==> config.mk <==
export PLATFORM = sky130hd
export DESIGN_NAME = huffman_block_sequencer_flat
export DESIGN_NICKNAME = d
export VERILOG_FILES = /design/src/rtl/huffman_block_sequencer_if.sv /design/src/rtl/huffman_block_sequencer.sv /design/src/flat_wrapper.sv
export SDC_FILE = /design/constraint.sdc
export NUM_CORES = 1
export LEC_CHECK = 0
export CELL_PAD_IN_SITES_DETAIL_PLACEMENT = 0
export CELL_PAD_IN_SITES_GLOBAL_PLACEMENT = 1
export CORE_UTILIZATION = 54
export CTS_BUF_LIST = sky130_fd_sc_hd__clkbuf_4 sky130_fd_sc_hd__clkbuf_8
export CTS_CLUSTER_DIAMETER = 30
export CTS_CLUSTER_SIZE = 40
export DETAILED_ROUTE_END_ITERATION = 12
export DONT_BUFFER_PORTS = 1
export HOLD_SLACK_MARGIN = 0.03
export PLACE_DENSITY_LB_ADDON = 0.1
export SETUP_SLACK_MARGIN = 0.02
export SLEW_MARGIN = 20
export SYNTH_ARGS = -nofsm -noshare
export SYNTH_HDL_FRONTEND = slang
export SYNTH_SLANG_ARGS = --single-unit
==> constraint.sdc <==
create_clock -name clock -period 9.6 [get_ports clock]
set_input_delay 1.44 -clock clock [delete_from_list [all_inputs] [get_ports clock]]
set_output_delay 1.44 -clock clock [all_outputs]
set_load 0.01 [all_outputs]
==> src/rtl/huffman_block_sequencer_if.sv <==
// Handshake and data bundle between the Huffman block sequencer, the
// stream unpacker, the Huffman decoder lookup and the dequantiser.
interface huffman_block_sequencer_if;
    logic        start;
    logic [15:0] bits_in;
    logic        bits_valid;
    logic        bits_ready;
    logic        tbl_sel;
    logic [15:0] dec_code;
    logic        dec_valid;
    logic [3:0]  dec_run;
    logic [3:0]  dec_vli_size;
    logic [3:0]  dec_code_size;
    logic        dec_hit;
    logic        coef_valid;
    logic        coef_ready;
    logic [5:0]  coef_index;
    logic [11:0] coef_value;
    logic        block_done;
    logic        error;

    // Environment side: stream source, decoder and coefficient sink.
    modport master (
        output start, bits_in, bits_valid, dec_run, dec_vli_size, dec_code_size,
               dec_hit, coef_ready,
        input  bits_ready, tbl_sel, dec_code, dec_valid, coef_valid, coef_index,
               coef_value, block_done, error
    );

    // Sequencer side.
    modport slave (
        input  start, bits_in, bits_valid, dec_run, dec_vli_size, dec_code_size,
               dec_hit, coef_ready,
        output bits_ready, tbl_sel, dec_code, dec_valid, coef_valid, coef_index,
               coef_value, block_done, error
    );
endinterface

==> src/rtl/huffman_block_sequencer.sv <==
// Huffman block sequencer: keeps an LSB-first bit buffer topped up from the
// entropy stream, drives one decoder lookup per symbol (DC table for index 0,
// AC table afterwards), consumes code and VLI bits and emits signed
// coefficients tagged with their zig-zag index.
module huffman_block_sequencer #(
    parameter int BUF_W = 32,
    parameter int NCOEF = 64
) (
    input  logic                        clock,
    input  logic                        reset,
    huffman_block_sequencer_if.slave    bus
);
    localparam int                OCC_W      = $clog2(BUF_W + 1);
    localparam logic [OCC_W-1:0]  LOAD_LIMIT = OCC_W'(BUF_W - 16);
    localparam logic [OCC_W-1:0]  WORD_BITS  = OCC_W'(16);
    localparam logic [6:0]        LAST_IDX   = 7'(NCOEF - 1);

    typedef enum logic [2:0] {
        S_IDLE   = 3'd0,
        S_DECODE = 3'd1,
        S_VLI    = 3'd2,
        S_EMIT   = 3'd3,
        S_DONE   = 3'd4,
        S_ERR    = 3'd5
    } state_t;

    state_t             state_q, state_d;
    logic [BUF_W-1:0]   buf_q, buf_d;
    logic [OCC_W-1:0]   occ_q, occ_d;
    logic [5:0]         index_q, index_d;
    logic               tbl_sel_q, tbl_sel_d;
    logic [3:0]         s_q, s_d;
    logic [11:0]        coef_value_q, coef_value_d;

    logic [4:0]         consume_s;
    logic [6:0]         next_index_s;
    logic               bits_ready_s;
    logic               load_s;
    logic               dec_valid_s;
    logic               zrl_s;
    logic [OCC_W-1:0]   occ_after_s;
    logic [BUF_W-1:0]   shifted_s;

    // Extract an s-bit VLI (first stream bit = MSB) and map it to its signed value.
    function automatic logic [11:0] vli_decode(input logic [BUF_W-1:0] bits,
                                               input logic [3:0] size);
        logic [10:0] raw;
        logic [11:0] offset;
        logic [11:0] result;
        raw = 11'd0;
        for (int i = 0; i < 11; i++) begin
            if (i < int'(size)) begin
                raw = {raw[9:0], bits[i]};
            end else begin
                raw = raw;
            end
        end
        offset = (12'd1 << size) - 12'd1;
        if (size == 4'd0) begin
            result = 12'd0;
        end else if (raw[size - 4'd1]) begin
            result = {1'b0, raw};
        end else begin
            result = {1'b0, raw} - offset;
        end
        return result;
    endfunction

    assign bits_ready_s = (state_q != S_ERR) && (occ_q <= LOAD_LIMIT);
    assign load_s       = bus.bits_valid && bits_ready_s;
    assign dec_valid_s  = (state_q == S_DECODE) && (occ_q >= WORD_BITS);
    assign zrl_s        = (bus.dec_run == 4'd15) && (bus.dec_vli_size == 4'd0);

    assign bus.bits_ready = bits_ready_s;
    assign bus.dec_valid  = dec_valid_s;
    assign bus.dec_code   = buf_q[15:0];
    assign bus.tbl_sel    = tbl_sel_q;
    assign bus.coef_valid = (state_q == S_EMIT);
    assign bus.coef_index = index_q;
    assign bus.coef_value = coef_value_q;
    assign bus.block_done = (state_q == S_DONE);
    assign bus.error      = (state_q == S_ERR);

    // Block sequencing: next state, index/table tracking and bits consumed this cycle.
    always_comb begin
        state_d      = state_q;
        index_d      = index_q;
        tbl_sel_d    = tbl_sel_q;
        s_d          = s_q;
        coef_value_d = coef_value_q;
        consume_s    = 5'd0;
        next_index_s = 7'd0;
        if (bus.start) begin
            // A start always restarts the block; the buffer contents are kept.
            state_d   = S_DECODE;
            index_d   = 6'd0;
            tbl_sel_d = 1'b0;
        end else begin
            case (state_q)
                S_IDLE: begin
                    state_d = S_IDLE;
                end
                S_DECODE: begin
                    if (!dec_valid_s) begin
                        state_d = S_DECODE;
                    end else if (!bus.dec_hit) begin
                        state_d = S_ERR;
                    end else begin
                        consume_s = {1'b0, bus.dec_code_size};
                        s_d       = bus.dec_vli_size;
                        if (bus.dec_vli_size > 4'd11) begin
                            state_d = S_ERR;
                        end else if (!tbl_sel_q) begin
                            // DC symbol: a zero-size difference is emitted directly as 0.
                            if (bus.dec_vli_size == 4'd0) begin
                                coef_value_d = 12'd0;
                                state_d      = S_EMIT;
                            end else begin
                                state_d = S_VLI;
                            end
                        end else if ((bus.dec_run == 4'd0) && (bus.dec_vli_size == 4'd0)) begin
                            state_d = S_DONE;
                        end else begin
                            if (zrl_s) begin
                                next_index_s = {1'b0, index_q} + 7'd16;
                            end else begin
                                next_index_s = {1'b0, index_q} + {3'd0, bus.dec_run};
                            end
                            if (next_index_s > LAST_IDX) begin
                                state_d = S_ERR;
                            end else begin
                                index_d = next_index_s[5:0];
                                state_d = zrl_s ? S_DECODE : S_VLI;
                            end
                        end
                    end
                end
                S_VLI: begin
                    if (occ_q >= OCC_W'(s_q)) begin
                        consume_s    = {1'b0, s_q};
                        coef_value_d = vli_decode(buf_q, s_q);
                        state_d      = S_EMIT;
                    end else begin
                        state_d = S_VLI;
                    end
                end
                S_EMIT: begin
                    if (!bus.coef_ready) begin
                        state_d = S_EMIT;
                    end else if ({1'b0, index_q} == LAST_IDX) begin
                        state_d = S_DONE;
                    end else begin
                        index_d   = index_q + 6'd1;
                        tbl_sel_d = 1'b1;
                        state_d   = S_DECODE;
                    end
                end
                S_DONE: begin
                    tbl_sel_d = 1'b0;
                    state_d   = S_IDLE;
                end
                S_ERR: begin
                    state_d = S_ERR;
                end
                default: begin
                    state_d = S_IDLE;
                end
            endcase
        end
    end

    // Bit buffer: drop consumed bits from the bottom, append a loaded word above the survivors.
    always_comb begin
        occ_after_s = occ_q - OCC_W'(consume_s);
        shifted_s   = buf_q >> consume_s;
        if (load_s) begin
            buf_d = shifted_s | (BUF_W'(bus.bits_in) << occ_after_s);
            occ_d = occ_after_s + WORD_BITS;
        end else begin
            buf_d = shifted_s;
            occ_d = occ_after_s;
        end
    end

    // State and datapath registers; reset discards the buffer.
    always_ff @(posedge clock or posedge reset) begin
        if (reset) begin
            state_q      <= S_IDLE;
            buf_q        <= '0;
            occ_q        <= '0;
            index_q      <= 6'd0;
            tbl_sel_q    <= 1'b0;
            s_q          <= 4'd0;
            coef_value_q <= 12'd0;
        end else begin
            state_q      <= state_d;
            buf_q        <= buf_d;
            occ_q        <= occ_d;
            index_q      <= index_d;
            tbl_sel_q    <= tbl_sel_d;
            s_q          <= s_d;
            coef_value_q <= coef_value_d;
        end
    end
endmodule

==> src/flat_wrapper.sv <==
// flat-port wrapper written by rule: the top's interface ports become plain ports
module huffman_block_sequencer_flat 
#(
    parameter int BUF_W = 32,
    parameter int NCOEF = 64
)
  (clock, reset, bus_start, bus_bits_in, bus_bits_valid, bus_dec_run, bus_dec_vli_size, bus_dec_code_size, bus_dec_hit, bus_coef_ready, bus_bits_ready, bus_tbl_sel, bus_dec_code, bus_dec_valid, bus_coef_valid, bus_coef_index, bus_coef_value, bus_block_done, bus_error);
  huffman_block_sequencer_if bus_i ();
  input  logic clock;
  input  logic reset;
  input wire logic [$bits(bus_i.start)-1:0] bus_start;
  input wire logic [$bits(bus_i.bits_in)-1:0] bus_bits_in;
  input wire logic [$bits(bus_i.bits_valid)-1:0] bus_bits_valid;
  input wire logic [$bits(bus_i.dec_run)-1:0] bus_dec_run;
  input wire logic [$bits(bus_i.dec_vli_size)-1:0] bus_dec_vli_size;
  input wire logic [$bits(bus_i.dec_code_size)-1:0] bus_dec_code_size;
  input wire logic [$bits(bus_i.dec_hit)-1:0] bus_dec_hit;
  input wire logic [$bits(bus_i.coef_ready)-1:0] bus_coef_ready;
  output wire logic [$bits(bus_i.bits_ready)-1:0] bus_bits_ready;
  output wire logic [$bits(bus_i.tbl_sel)-1:0] bus_tbl_sel;
  output wire logic [$bits(bus_i.dec_code)-1:0] bus_dec_code;
  output wire logic [$bits(bus_i.dec_valid)-1:0] bus_dec_valid;
  output wire logic [$bits(bus_i.coef_valid)-1:0] bus_coef_valid;
  output wire logic [$bits(bus_i.coef_index)-1:0] bus_coef_index;
  output wire logic [$bits(bus_i.coef_value)-1:0] bus_coef_value;
  output wire logic [$bits(bus_i.block_done)-1:0] bus_block_done;
  output wire logic [$bits(bus_i.error)-1:0] bus_error;
  assign bus_i.start = bus_start;
  assign bus_i.bits_in = bus_bits_in;
  assign bus_i.bits_valid = bus_bits_valid;
  assign bus_i.dec_run = bus_dec_run;
  assign bus_i.dec_vli_size = bus_dec_vli_size;
  assign bus_i.dec_code_size = bus_dec_code_size;
  assign bus_i.dec_hit = bus_dec_hit;
  assign bus_i.coef_ready = bus_coef_ready;
  assign bus_bits_ready = bus_i.bits_ready;
  assign bus_tbl_sel = bus_i.tbl_sel;
  assign bus_dec_code = bus_i.dec_code;
  assign bus_dec_valid = bus_i.dec_valid;
  assign bus_coef_valid = bus_i.coef_valid;
  assign bus_coef_index = bus_i.coef_index;
  assign bus_coef_value = bus_i.coef_value;
  assign bus_block_done = bus_i.block_done;
  assign bus_error = bus_i.error;
  huffman_block_sequencer #(.BUF_W(BUF_W), .NCOEF(NCOEF)) u_core (.clock(clock), .reset(reset), .bus(bus_i));
endmodule
# Word level (Yosys, flattened, before mapping)
# Index checks and enable logic that the tools add are counted.
[word_totals]
regBits = 64
in_bits = 34
output_inout_bits = 40
[op_classes]
n_addsub = 8
order_cmp = 17
eq_ne = 22
n_shift = 3
mux = 67
n_bitwise = 2
reduce_logical = 15
[op_table]
columns = ["cell", "n"]
rows = [
  ["12-bit two-way mux", 8],
  ["6-bit two-way mux", 11],
  ["7-bit two-way mux", 9],
  ["11-bit two-way mux", 4],
  ["32-bit two-way mux", 1],
  ["32-bit OR", 1],
  ["16-bit by 6-bit left shift with 32-bit output", 1],
  ["32-bit by 5-bit right shift with 32-bit output", 1],
  ["3-bit two-way mux", 10],
  ["3-bit != test, second input constant", 8],
  ["12-bit one-hot mux with 2 select lines", 1],
  ["3-bit by 4-bit < comparator with 1-bit output, first input constant", 4],
  ["5-bit two-way mux", 3],
  ["4-bit zero test", 3],
  ["4-bit < comparator, first input constant", 3],
  ["4-bit two-way mux", 3],
  ["3-bit one-hot mux with 4 select lines", 1],
  ["6-bit one-hot mux with 2 select lines", 1],
  ["1-bit by 4-bit left shift with 12-bit output, first input constant", 1],
  ["11-bit by 12-bit subtractor with 12-bit output", 1],
  ["12-bit by 1-bit subtractor with 12-bit output, second input constant", 1],
  ["10-bit two-way mux", 1],
  ["2-bit != test, second input constant", 5],
  ["5-bit one-hot mux with 2 select lines", 1],
  ["35 further kinds", 51],
]

# Longest topological paths before layout
# Gate-level depths: netlist of run 1.
[logic_depth]
ltp_word = 21
depth_mapped = 24

# Worst setup path after synthesis of run 1
# No wires, ideal clock.
[synth_path]
kind = "reg-to-reg"
startpoint = "register u_core.s_q[0]"
endpoint = "register u_core.coef_value_q[11] (netlist: u_core.bus.coef_value[11])"
setup_ns = 0.122
t_arrival_ns = 4.702
required_time_ns = 9.478
slack_ns = 4.776
path_stages_with_launch = 23
cell_sequence = "dfrtp_1 clkbuf_1 inv_1 ha_1 buf_4 nor2b_1 buf_2 nor2_1 nand2_1 a21oi_1 o21ai_0 o21ai_0 ha_1 fa_1 a21o_1 a21oi_1 nor2b_1 o21a_1 o41a_1 a21o_1 a21oi_1 xnor2_1 a32o_1"
[synth_via]
elab_chain_len = 21
elab_cells_between_ends = 39
cone_classes = "add/sub: 3; order compare: 12; eq/ne: 1; shift: 1; mux: 20; reduce/logical: 2"
[synth_rtl]
columns = ["element", "line", "text"]
rows = [
  ["start, declared", "huffman_block_sequencer.sv:32", "logic [3:0] s_q, s_d;"],
  ["start signal, assigned", "huffman_block_sequencer.sv:193", "s_q <= 4'd0;"],
  ["start signal, assigned", "huffman_block_sequencer.sv:201", "s_q <= s_d;"],
  ["branches (longest 21 deep; another with 1-bit by 4-bit < comparator with 1-bit output)", "n/a", ""],
  ["end signal, assigned", "huffman_block_sequencer.sv:202", "coef_value_q <= coef_value_d;"],
  ["end, declared", "huffman_block_sequencer.sv:33", "logic [11:0] coef_value_q, coef_value_d;"],
]
# Several ways; the timed one is not identified. The select of a mux whose other input is x is not followed.
# A chain may end at the register's enable or synchronous reset.

# Worst setup path in the final report of run 1
[layout_path]
startpoint = "register u_core.s_q[1]"
endpoint = "register u_core.buf_q[18]"
[layout_via]
elab_chain_len = 8
elab_cells_between_ends = 9
cone_classes = "add/sub: 1; order compare: 1; shift: 2; mux: 4; bitwise: 1"
[layout_rtl]
columns = ["element", "line", "text"]
rows = [
  ["6-bit by 4-bit greater-or-equal comparator with 1-bit output", "huffman_block_sequencer.sv:139", "if (occ_q >= OCC_W'(s_q)) begin"],
  ["4-bit two-way mux (*)", "huffman_block_sequencer.sv:139", ""],
  ["5-bit one-hot mux with 2 select lines (*)", "huffman_block_sequencer.sv:99", "case (state_q)"],
  ["5-bit two-way mux (*)", "huffman_block_sequencer.sv:93", "if (bus.start) begin"],
  ["6-bit by 5-bit subtractor with 6-bit output", "huffman_block_sequencer.sv:174", "occ_after_s = occ_q - OCC_W'(consume_s);"],
  ["16-bit by 6-bit left shift with 32-bit output", "huffman_block_sequencer.sv:177", "buf_d = shifted_s | (BUF_W'(bus.bits_in) << occ_after_s);"],
  ["32-bit OR", "huffman_block_sequencer.sv:177", ""],
  ["32-bit two-way mux (*)", "huffman_block_sequencer.sv:176", "if (load_s) begin"],
  ["net u_core.buf_d[18]", "huffman_block_sequencer.sv:28", "logic [BUF_W-1:0] buf_q, buf_d;"],
  ["end signal, assigned", "huffman_block_sequencer.sv:197", "buf_q <= buf_d;"],
  ["end, declared", "huffman_block_sequencer.sv:28", ""],
]
# The timed path passes the listed nets; every way through them passes the cells marked *.

==> summary by stage, run 1 <==
Critical path
Among all stages on the critical path, the largest delay is contributed by dfrtp_1. The worst register-to-register path has a setup slack of 3.35 ns. At the worst endpoint, the required time is 9.87 ns.

Data on the critical path arrives at its endpoint at 6.52 ns. Walking the worst path, the cells encountered are inv_1, ha_1, a21o_1, a211o_1, and2_1, a22o_1, and2_1, buf_4, inv_2, ha_1, nand2_1, nand2_1, a21oi_1, xor2_1, nor4_4, a32oi_1, nand2_1, or3_1, o21a_1. The worst setup path is launched from a flop. The maximum fanout encountered on the critical timing path is 35. Counting stages on the worst path, the most repeated cell is nand2_1.

The path type of the worst setup path is reg2reg. The worst setup path is captured at a flop. The maximum single-stage delay on the critical path is 0.89 ns.

Cells and area
The number of nets in the layout is 998. The fraction of final layout cells sized beyond drive strength 1 is 9.40%. The cell area after layout is 7710 um^2. The final cell count without fillers is 1107. The area overhead of the layout relative to synthesis is -0.549%. Fill cells in the final layout number 1357.

Logic synthesis
The post-synthesis sequential area ratio is 20.7%. Summing the areas of all and, or, nand and nor instances in the mapped netlist gives 22.8% of the synthesized area. In the synthesized netlist, mux cells make up 9.88% of the area. The count of cell types in the netlist is 85. Counting flops with an async set or reset pin after synthesis yields a share of 100%. Summing the areas of all compound-gate instances in the mapped netlist gives 28.2% of the synthesized area. Of all cell types, the one taking the most synthesized area is dfrtp_1.

The main combinational cell family by area after synthesis is compound AO/OA/AOI/OAI gates. The most used flip-flop cell after synthesis is dfrtp_1. The count of synthesis-stage warnings from yosys is 0. The synthesized netlist devotes 7.23% of its cell area to adder and majority cells. Synthesis handed over a netlist of 987 instances. In the post-synthesis netlist, the biggest area contributors are dfrtp_1 21%, mux2i_1 8.1%, ha_1 6.5%. Dividing the synthesized area by the synthesized cell count gives 7.86 um^2.

The mapped cell area is 7750 um^2. Counting flops with a built-in enable in the synthesized netlist gives 0. The area share of the largest cell type after synthesis is 20.7%.

The total of flip-flops plus latches after synthesis is 64. Synthesis produced a netlist with a net count of 1064. The synthesized netlist devotes 2.94% of its cell area to XOR and XNOR gates.

STA
After layout, the minimum clock period comes to 6.25 ns. Derived from the worst setup path, the maximum achievable clock frequency is 160 MHz. The setup violation total in the final timing report is 0.

Measured against its own limit, the worst slew margin works out to 32.9%. The number of max-slew violations in the final report was 0. The final hold violation count was 0. The maximum clock skew at final layout is 0.0152 ns. Setup repair after global routing left no endpoint under its margin. The slew at the pin closest to its max-slew limit is 1.00 ns. The setup total negative slack is 0 ns. The post-route fraction of the period consumed by the critical path is 65.1%.

Clocking
The clock reaches the later pin of the worst-skew pair after 0.38 ns. Post-CTS repair changed the size of 0 cells. The maximum number of buffers from clock root to sink is 2.

The clock tree root driver cell is clkbuf_8. The number of clock sinks is 64. After clock tree synthesis, the clock-pin slew on the worst setup and hold paths is 0.08 ns.

The clock tree from TritonCTS is done. For this design, the CTS-stage hold fixing added 0 buffers. The post-CTS setup buffer count is 0. The number of buffers added by the clock tree synthesis step is 9.

The H-tree generated during clock tree synthesis spans 3 levels.

Route
The count of vias placed by the detailed router is 7572. The total wirelength of the detailed-routed design is 24.2 mm. Once detail routing completed, the nets flagged for antenna violations numbered 0. The number of detailed-routing iterations run before antenna repair is 5. The iteration-0 DRC count of the detailed router is 945. In the routed design, unresolved DRC markers number 0. The routed length per placed instance is 21.9 um. In the routed layout, each cell is associated on average with a via count of 6.84.

GRT
Entering global routing, the biggest net connects 63 pins. The number of antenna violations at the first check in global routing is 1. The residual overflow from global routing is 0. Across every metal layer, demand over resource in global routing totals 33.7%. The global-route wire length before repair is 38.5 mm. The number of global-route vias before repair is 7130.

Place
The number of cells after detailed placement is 1090. The HPWL after detailed placement is 17.9 mm. Input and output buffers added on the ports amount to 0. The routability congestion estimate is 0.929. The total placed instance area is 7540 um^2.

Floorplan
The floorplan has 43 rows. The core region is 13900 um^2. The full die area is 14800 um^2. The die outline height is 122 um. The die is 122 um wide. The initial standard-cell utilization of the core is 55.6%. The number of top-level pins is 74.

Outcome
The run finished with clean final reports.

Run
Across the run, the number of max-cap violations was 0.

Min path
The min-delay analysis places its worst path in the category reg2reg.
synthesized netlist by cell type (8+ instances only):
cell type,instances
nor2b_1,14
and3_1,21
a21o_1,8
buf_6,9
nor2_1,57
o221ai_1,9
ha_1,40
a32oi_1,8
a211oi_2,13
a211oi_1,56
a31oi_1,14
nand3_1,21
xnor2_1,18
o21a_1,8
nand2b_1,10
nor3_1,54
clkbuf_1,28
xor2_1,8
dfrtp_1,64
or2_2,9
mux2i_1,63
inv_1,25
a21oi_1,56
o21ai_0,51
nand2_1,116
buf_2,22
o21ai_1,17
o22ai_1,15
buf_4,25
cell type report:
type | instances | area (um^2) | area share (%)
repair buffers | 12 | 87.6 | 1.14
clock inverters | 6 | 35.0 | 0.454
multi-input cells | 804 | 5510 | 71.4
flip-flops and latches | 64 | 1600 | 20.8
well taps | 180 | 225 | 2.92
clock buffers | 10 | 138 | 1.78
inverters | 30 | 115 | 1.49
diodes | 1 | 2.50 | 0.0325
placed cells by master (no fill, tap or decap), drive strengths merged, types with 18 or more instances in the layout:
cell type / synthesis / layout
nand2: 118 / 118
a21oi: 56 / 56
nand3: 21 / 21
mux2i: 63 / 63
and3: 26 / 26
ha: 40 / 40
nor2: 57 / 57
xnor2: 18 / 18
dfrtp: 64 / 64
a211oi: 69 / 69
nor3: 56 / 56
inv: 29 / 29
o21ai: 68 / 68
worst paths after layout:
kind / from / depth (start not counted) / endpoint
max: u_core.s_q[1] / 19 / u_core.buf_q[18]
min: u_core.state_q[2] / 1 / u_core.state_q[1]
max reg2reg: u_core.s_q[1] / 19 / u_core.buf_q[18]
min reg2reg: u_core.state_q[2] / 1 / u_core.state_q[1]
max in group asynchronous: reset / 2 / u_core.buf_q[28]
min in group asynchronous: reset / 1 / u_core.bus.coef_index[2]
critical path: cells and delay by family, from the launching register on:
kind | cells | cell delay, ns
compound gates | 6 | 1.47
xor+xnor | 1 | 0.82
fa+ha+maj | 2 | 0.75
buf+inv | 3 | 1.11
flops | 1 | 0.89
simple gates | 7 | 1.10
cell families (layout without fill, tap and decap cells):
logic type,after synthesis,count (layout)
xor gates and xnor gates,26,26
and+or+nand+nor,348,348
adders and majority gates,43,43
AOI/OAI and AO/OA,315,315
buffers and inverters,119,58
muxes,72,72
DFF,64,64
other,0,1
flip-flops by register name, indices dropped and copies added, names as in the netlist:
register and flops:
u_core.buf_q 32, u_core.bus.coef_index 6, u_core.bus.coef_value 12, u_core.bus.tbl_sel 1, u_core.occ_q 6, u_core.s_q 4
u_core.state_q 3
routing by layer:
metal / wire (um) / up-vias / track usage, %
li1: - / 3541 / -
met4: 576 / 0 / 11.8
met2: 10500 / 366 / 49.6
met5: 0 / - / 0
met1: 11100 / 3623 / 48.2
met3: 2030 / 42 / 6.98
stage by stage:
step	utilization [%]	hold WS [ns]	worst slack (ns)
final	55.3	0.527	3.35
after global routing	55.3	0.541	2.81
after CTS	55.3	0.521	3.39
after detailed placement	54.1	0.506	3.41
after global placement	54.0	0.501	3.54
after floorplan	-	0.490	4.78
Power of run 1 is left out: the tool's default activity adds up to more than one toggle a clock period on the data nets, which glitch-free logic cannot reach.
==> run 2, diff against run 1 <==
Settings changed: CORE_UTILIZATION 54 to 50.
Clock period 9.6 ns to 5.8 ns, I/O delays scaled along.
==> run 2 against run 1 <==
- first-iteration DRC count shrank 28%
- flip-flop and latch count did not move
- clock skew fell by 0.0087 ns
- sequential share of layout area decreased by 0.33 points
- final cell count is 1.5% higher
- clock-buffer cell count increased by 1
- final area increased by 1.6%
==> summary by stage, run 2 (synthesis gave the netlist of run 1 again) <==
Outcome
The run finished with clean final reports.

GRT
The residual overflow from global routing is 0 (unchanged). The number of antenna violations at the first check in global routing is 0 (-1). The global router's overall resource usage is 31.7% (-2.0 points). The number of global-route vias before repair came to 7097 (-0.46%). The global-route wire length before repair came to 39.5 mm (+2.6%).

The largest net degree at the start of global routing came to 61 (-3.2%).

Min path
The path type of the worst min-delay path is in2async.

Floorplan
The floorplan row count is 45 (+4.7%). The overall die width is 127 um (+3.9%). The area of the core is 15100 um^2 (+8.7%).

The number of top-level pins is 74 (unchanged). The initial standard-cell utilization of the core came to 51.2% (-4.4 points). The die outline height was 127 um (+3.9%). The full die area was 16000 um^2 (+7.9%).

Route
The total wirelength of the detailed-routed design is 25.1 mm (+3.6%). The routed length per placed instance was 22.3 um (+2.0%). The count of vias placed by the detailed router came to 7638 (+0.87%). The iteration-0 DRC count of the detailed router is 684 (-28%).

The DRC violation count after routing is 0 (unchanged). The number of nets with antenna violations after routing is 0 (unchanged). The number of detailed-routing iterations run before antenna repair came to 5 (unchanged). The average vias per placed instance was 6.80 (-0.65%).

Critical path
The logic depth of the worst register-to-register path is 19 (unchanged). The standard cell with the maximum stage delay on the critical path is ha_1. The worst setup path is launched from a flop. The cell occurring most often along the worst timing path is a21oi_1. The worst register-to-register path begins at u_core.s_q[1]. The maximum single-stage delay on the critical path is 0.57 ns (-0.32 ns).

The data arrival time of the critical path came to 5.56 ns (-0.96 ns). The maximum fanout encountered on the critical timing path is 14 (-60%). The signal on the critical path passes through inv_1, ha_1, nor2b_1, a221oi_1, o2bb2ai_1, a21oi_1, o21ai_0, o21ai_0, ha_1, fa_1, a21o_1, a21oi_1, nor2b_1, o21a_1, o41a_1, a21o_1, a21oi_1, xnor2_1, a32o_1. The worst register-to-register path ends at u_core.bus.coef_value[11]. STA classifies the critical path endpoint as a flop. The minimum setup slack among reg-to-reg paths was 0.49 ns (-2.86 ns). The path type of the worst setup path is reg2reg. The required time of the critical path is 6.05 ns (-3.82 ns).

STA
The post-route fraction of the period consumed by the critical path came to 91.6% (+27 points). The setup total negative slack is 0 ns (unchanged). The number of max-slew violations in the final report is 0 (unchanged).

The shortest period the worst path allows is 5.31 ns (-0.935 ns). Setup repair after global routing left no endpoint under its margin. The final hold violation count is 0 (unchanged). The relative slew slack is 26.5% (-6.4 points). The slew at the pin closest to its max-slew limit is 1.09 ns (+0.0916 ns).

The fmax came to 188 MHz (+18%). The setup violation total in the final timing report was 0 (unchanged). The maximum clock skew at final layout is 0.00643 ns (-0.00874 ns).

Cells and area
The number of flip-flops under the largest register name is 32 (unchanged). The register with the most flip-flops is u_core.buf_q. The total of fill cells in the finished design is 1466 (+8.0%). The fraction of final layout cells sized beyond drive strength 1 is 10.4% (+0.97 points).

Compared with the post-synthesis result, the final layout area differs by 1.05%. The number of antenna diodes is 0 (-1). The library cell used most frequently in the layout, excluding fill and tap cells, is nand2_1. The library cells used most frequently in the layout, excluding fill and tap cells, are 116 x nand2_1, 64 x dfrtp_1, 63 x mux2i_1. The number of nets in the layout is 1012 (+1.4%).

Place
The HPWL after detailed placement came to 18.9 mm (+5.2%). The routability congestion estimate was 0.990 (+6.6%). The number of input and output port buffers inserted is 0 (unchanged).

Clocking
The post-CTS setup buffer count is 0 (unchanged). The number of clock sinks came to 64 (unchanged). The clock tree root driver cell is clkbuf_8. The number of buffers added by the clock tree synthesis step was 9 (unchanged).

The maximum number of buffers from clock root to sink is 2 (unchanged). The cts-stage hold buffer count is 0 (unchanged). TritonCTS built the clock tree. The clock-pin slew on the worst setup and hold paths is 0.07 ns (about the same). The post-CTS resize count is 0 (unchanged). The number of levels the H-tree was split into is 3 (unchanged). The insertion delay of the later-clocked pin in the worst-skew pair was 0.36 ns (-0.02 ns).

Run
The max capacitance violation total is 0 (unchanged).
run 2: worst max path at each step:
stage                  start                   endpoint  slack [ns]  cells after the start
2_1_floorplan  u_core.s_q[0]  u_core.bus.coef_value[11]        0.98                     22
3_3_place_gp   u_core.s_q[1]  u_core.bus.coef_value[11]        0.72                     19
3_5_place_dp   u_core.s_q[1]  u_core.bus.coef_value[11]        0.58                     20
4_1_cts        u_core.s_q[1]  u_core.bus.coef_value[11]        0.55                     20
5_1_grt        u_core.s_q[1]  u_core.bus.coef_value[11]        0.13                     19
6_report       u_core.s_q[1]  u_core.bus.coef_value[11]        0.49                     19
run 2: layer usage:
layer  global-route usage [%]  up-vias  routed length (um)
li1                         -     3582                   -
met1                     45.5     3734               11700
met2                     48.7      304               11300
met3                     6.45       18                1870
met4                     7.30        0                 223
met5                        0        -                   0
run 2: layout make-up:
cell class / instances / area (um^2) / area share [%]
Multi-Input combinational cell: 804 / 5510 / 70.3
Timing Repair Buffer: 26 / 195 / 2.49
Tap cell: 188 / 235 / 3.00
Clock buffer: 11 / 151 / 1.93
Inverter: 30 / 115 / 1.47
Clock inverter: 1 / 30.0 / 0.383
Sequential cell: 64 / 1600 / 20.4
run 2: through the flow:
step                      hold WS (ns)  setup slack (ns)  instance area [um^2]  std cells  utilization [%]
after CTS                        0.235             0.545                  7840       1124             51.7
after detailed placement         0.518             0.576                  7650       1112             50.5
after floorplan                  0.490             0.976                  7750        987                -
after global placement           0.503             0.724                  7650       1112             50.5
final                            0.255             0.485                  7840       1124             51.7
after global routing             0.242             0.129                  7840       1124             51.7
run 2: critical path, delay by kind of cell (launching register included):
family                     cells  cell delay (ns)
xor gates and xnor gates       1             0.11
AOI/OAI and AO/OA             12             2.79
buffers and inverters          1             0.23
adders and majority gates      3             1.40
DFF                            1             0.41
and+or+nand+nor                2             0.25
Power of run 2 is left out for the same reason.
==> run 3, diff against run 2 <==
Settings changed: CORE_UTILIZATION 50 to 54.
Clock period 5.8 ns to 6.7 ns, I/O delays scaled along.
==> run 3 against run 2 <==
- worst hold slack improved by 0.11 ns
- first-iteration DRC count rose by 30%
- clock-buffer cell count rose by 2
- critical path type unchanged
- highest routed layer unchanged
==> summary by stage, run 3 (synthesis gave the netlist of run 1 again) <==
GRT
The residual overflow from global routing is 0 (unchanged). The largest net degree at the start of global routing is 63 (+3.3%). The global-route wire length before repair came to 38.9 mm (-1.7%). The number of antenna violations at the first check in global routing was 0 (unchanged). The number of global-route vias before repair is 7136 (+0.55%). The global router's overall resource usage was 33.9% (+2.2 points).

Critical path
The logic depth of the worst register-to-register path is 19 (unchanged). The data arrival time of the critical path is 5.99 ns (+0.43 ns). The endpoint of the most critical register-to-register path is u_core.bus.coef_value[11]. The worst setup path is captured at a flop.

The reg-to-reg startpoint is u_core.s_q[0]. The maximum fanout encountered on the critical timing path came to 21 (+7). The type of element launching the critical path is a flop. The required time of the critical path is 6.96 ns (+0.91 ns). The worst setup path is of the reg2reg kind. The minimum setup slack among reg-to-reg paths is 0.96 ns (+0.48 ns).

Floorplan
The initial standard-cell utilization of the core is 55.6% (+4.4 points). The die outline height is 122 um (-3.7%). The number of top-level pins came to 74 (unchanged).

The area of the core is 13900 um^2 (-8.0%). The full die area was 14800 um^2 (-7.3%). The overall die width is 122 um (-3.7%). The floorplan row count is 43 (-4.4%).

Route
The number of nets with antenna violations after routing was 0 (unchanged). The total wirelength of the detailed-routed design is 24.8 mm (-1.4%). The iteration-0 DRC count of the detailed router is 891 (+30%). The DRC violation count after routing is 0 (unchanged). The number of detailed-routing iterations run before antenna repair is 8 (+3). The average vias per placed instance is 6.90 (+1.6%). The routed length per placed instance is 22.2 um (-0.63%). The count of vias placed by the detailed router is 7696 (+0.76%).

STA
The final hold violation count is 0 (unchanged). The post-route fraction of the period consumed by the critical path is 85.6% (-6.0 points). The shortest period the worst path allows is 5.74 ns (+0.423 ns). The slew at the pin closest to its max-slew limit is 1.02 ns (-0.0767 ns). The fmax was 174 MHz (-7.4%). The maximum clock skew at final layout was 0.0125 ns (+0.00604 ns). The relative slew slack is 31.6% (+5.2 points). The setup total negative slack is 0 ns (unchanged). The number of max-slew violations in the final report is 0 (unchanged). The setup violation total in the final timing report is 0 (unchanged). Setup repair after global routing left no endpoint under its margin.

Place
The number of input and output port buffers inserted is 0 (unchanged). The HPWL after detailed placement came to 18.4 mm (-2.2%). The routability congestion estimate is 0.975 (-1.5%).

Cells and area
Leaving out fill and tap cells, the most frequent cell in the layout is nand2_1. The number of antenna diodes is 0 (unchanged). The total of fill cells in the finished design was 1328 (-9.4%). The fraction of final layout cells sized beyond drive strength 1 is 10.3% (-0.096 points). The register with the most flip-flops in the final layout is u_core.buf_q. The number of flip-flops under the largest register name is 32 (unchanged). The number of nets in the layout is 1007 (-0.49%). Leaving out fill and tap cells, the most frequent cells in the layout are 116 x nand2_1, 64 x dfrtp_1, 63 x mux2i_1. Compared with the post-synthesis result, the final layout area differs by 0.758%.

Clocking
The number of buffers added by the clock tree synthesis step is 9 (unchanged). The insertion delay of the later-clocked pin in the worst-skew pair came to 0.36 ns (about the same). The number of clock sinks was 64 (unchanged).

TritonCTS built the clock tree. The post-CTS setup buffer count is 0 (unchanged). The maximum number of buffers from clock root to sink is 2 (unchanged).

The cts-stage hold buffer count is 0 (unchanged). The cell sitting at the root of the clock tree is a clkbuf_8. The number of levels the H-tree was split into is 3 (unchanged). The post-CTS resize count came to 0 (unchanged). The clock-pin slew on the worst setup and hold paths is 0.08 ns (about the same).

Min path
The path type of the worst min-delay path is in2async.

Run
The max capacitance violation total is 0 (unchanged).

Outcome
The flow ran to the end, and the final reports show no timing, DRC or antenna violations.
run 3: cell count changes in the layout (fill, tap and decap cells not counted), sizes merged:
cell	previous run	this run
clkbuf	11	13
clkinv	1	3
buf	26	21
run 3: area by class of cell:
type                            instances  area, um^2  area share, %
Clock buffer                           13         166           2.13
Sequential cell                        64        1600           20.5
Clock inverter                          3        40.0          0.512
Tap cell                              180         225           2.88
Inverter                               30         115           1.47
Multi-Input combinational cell        804        5510           70.5
Timing Repair Buffer                   21         158           2.02
run 3: worst max-delay path by stage:
| stage | startpoint | to | slack [ns] | cells after the start |
|---|---|---|---|---|
| final | u_core.s_q[0] | u_core.bus.coef_value[11] | 0.96 | 19 |
| after global routing | u_core.s_q[0] | u_core.bus.coef_value[11] | 0.55 | 19 |
| after CTS | u_core.s_q[0] | u_core.bus.coef_value[11] | 1.09 | 19 |
| after detailed placement | u_core.s_q[0] | u_core.bus.coef_value[11] | 1.12 | 19 |
| after global placement | u_core.s_q[0] | u_core.bus.coef_value[11] | 1.22 | 19 |
| after floorplan | u_core.s_q[0] | u_core.bus.coef_value[11] | 1.88 | 22 |
run 3: worst max-delay path, cell delays in order, from the launching register on:
cell and delay, ns:
dfrtp_1 0.59, inv_1 0.24, ha_1 0.71, nor2b_1 0.51
a21o_1 0.19, o311ai_1 0.08, a21oi_1 0.34, o21ai_0 0.16
o21ai_0 0.26, ha_1 0.31, fa_1 0.48, a21o_1 0.20
a21oi_1 0.22, nor2b_1 0.08, o21a_1 0.19, o41a_1 0.35
a21o_1 0.19, a21oi_1 0.18, xnor2_1 0.10, a32o_1 0.25
run 3: per-stage QoR:
stage                     setup WS (ns)  instances  hold slack [ns]  util (%)  area [um^2]
after global routing              0.552       1115            0.355      56.1         7810
after floorplan                    1.88        987            0.490         -         7750
final                             0.962       1115            0.364      56.1         7810
after detailed placement           1.12       1099            0.512      54.6         7610
after global placement             1.22       1099            0.504      54.6         7610
after CTS                          1.09       1115            0.344      56.1         7810
run 3: metal layers:
layer  wire length (um)  track usage (%)  vias to the layer above
li1                   -                -                     3570
met1              11000             47.7                     3699
met2              10700             49.9                      383
met3               2570             9.88                       44
met4                512             9.88                        0
met5                  0                0                        -
Power of run 3 is left out for the same reason.
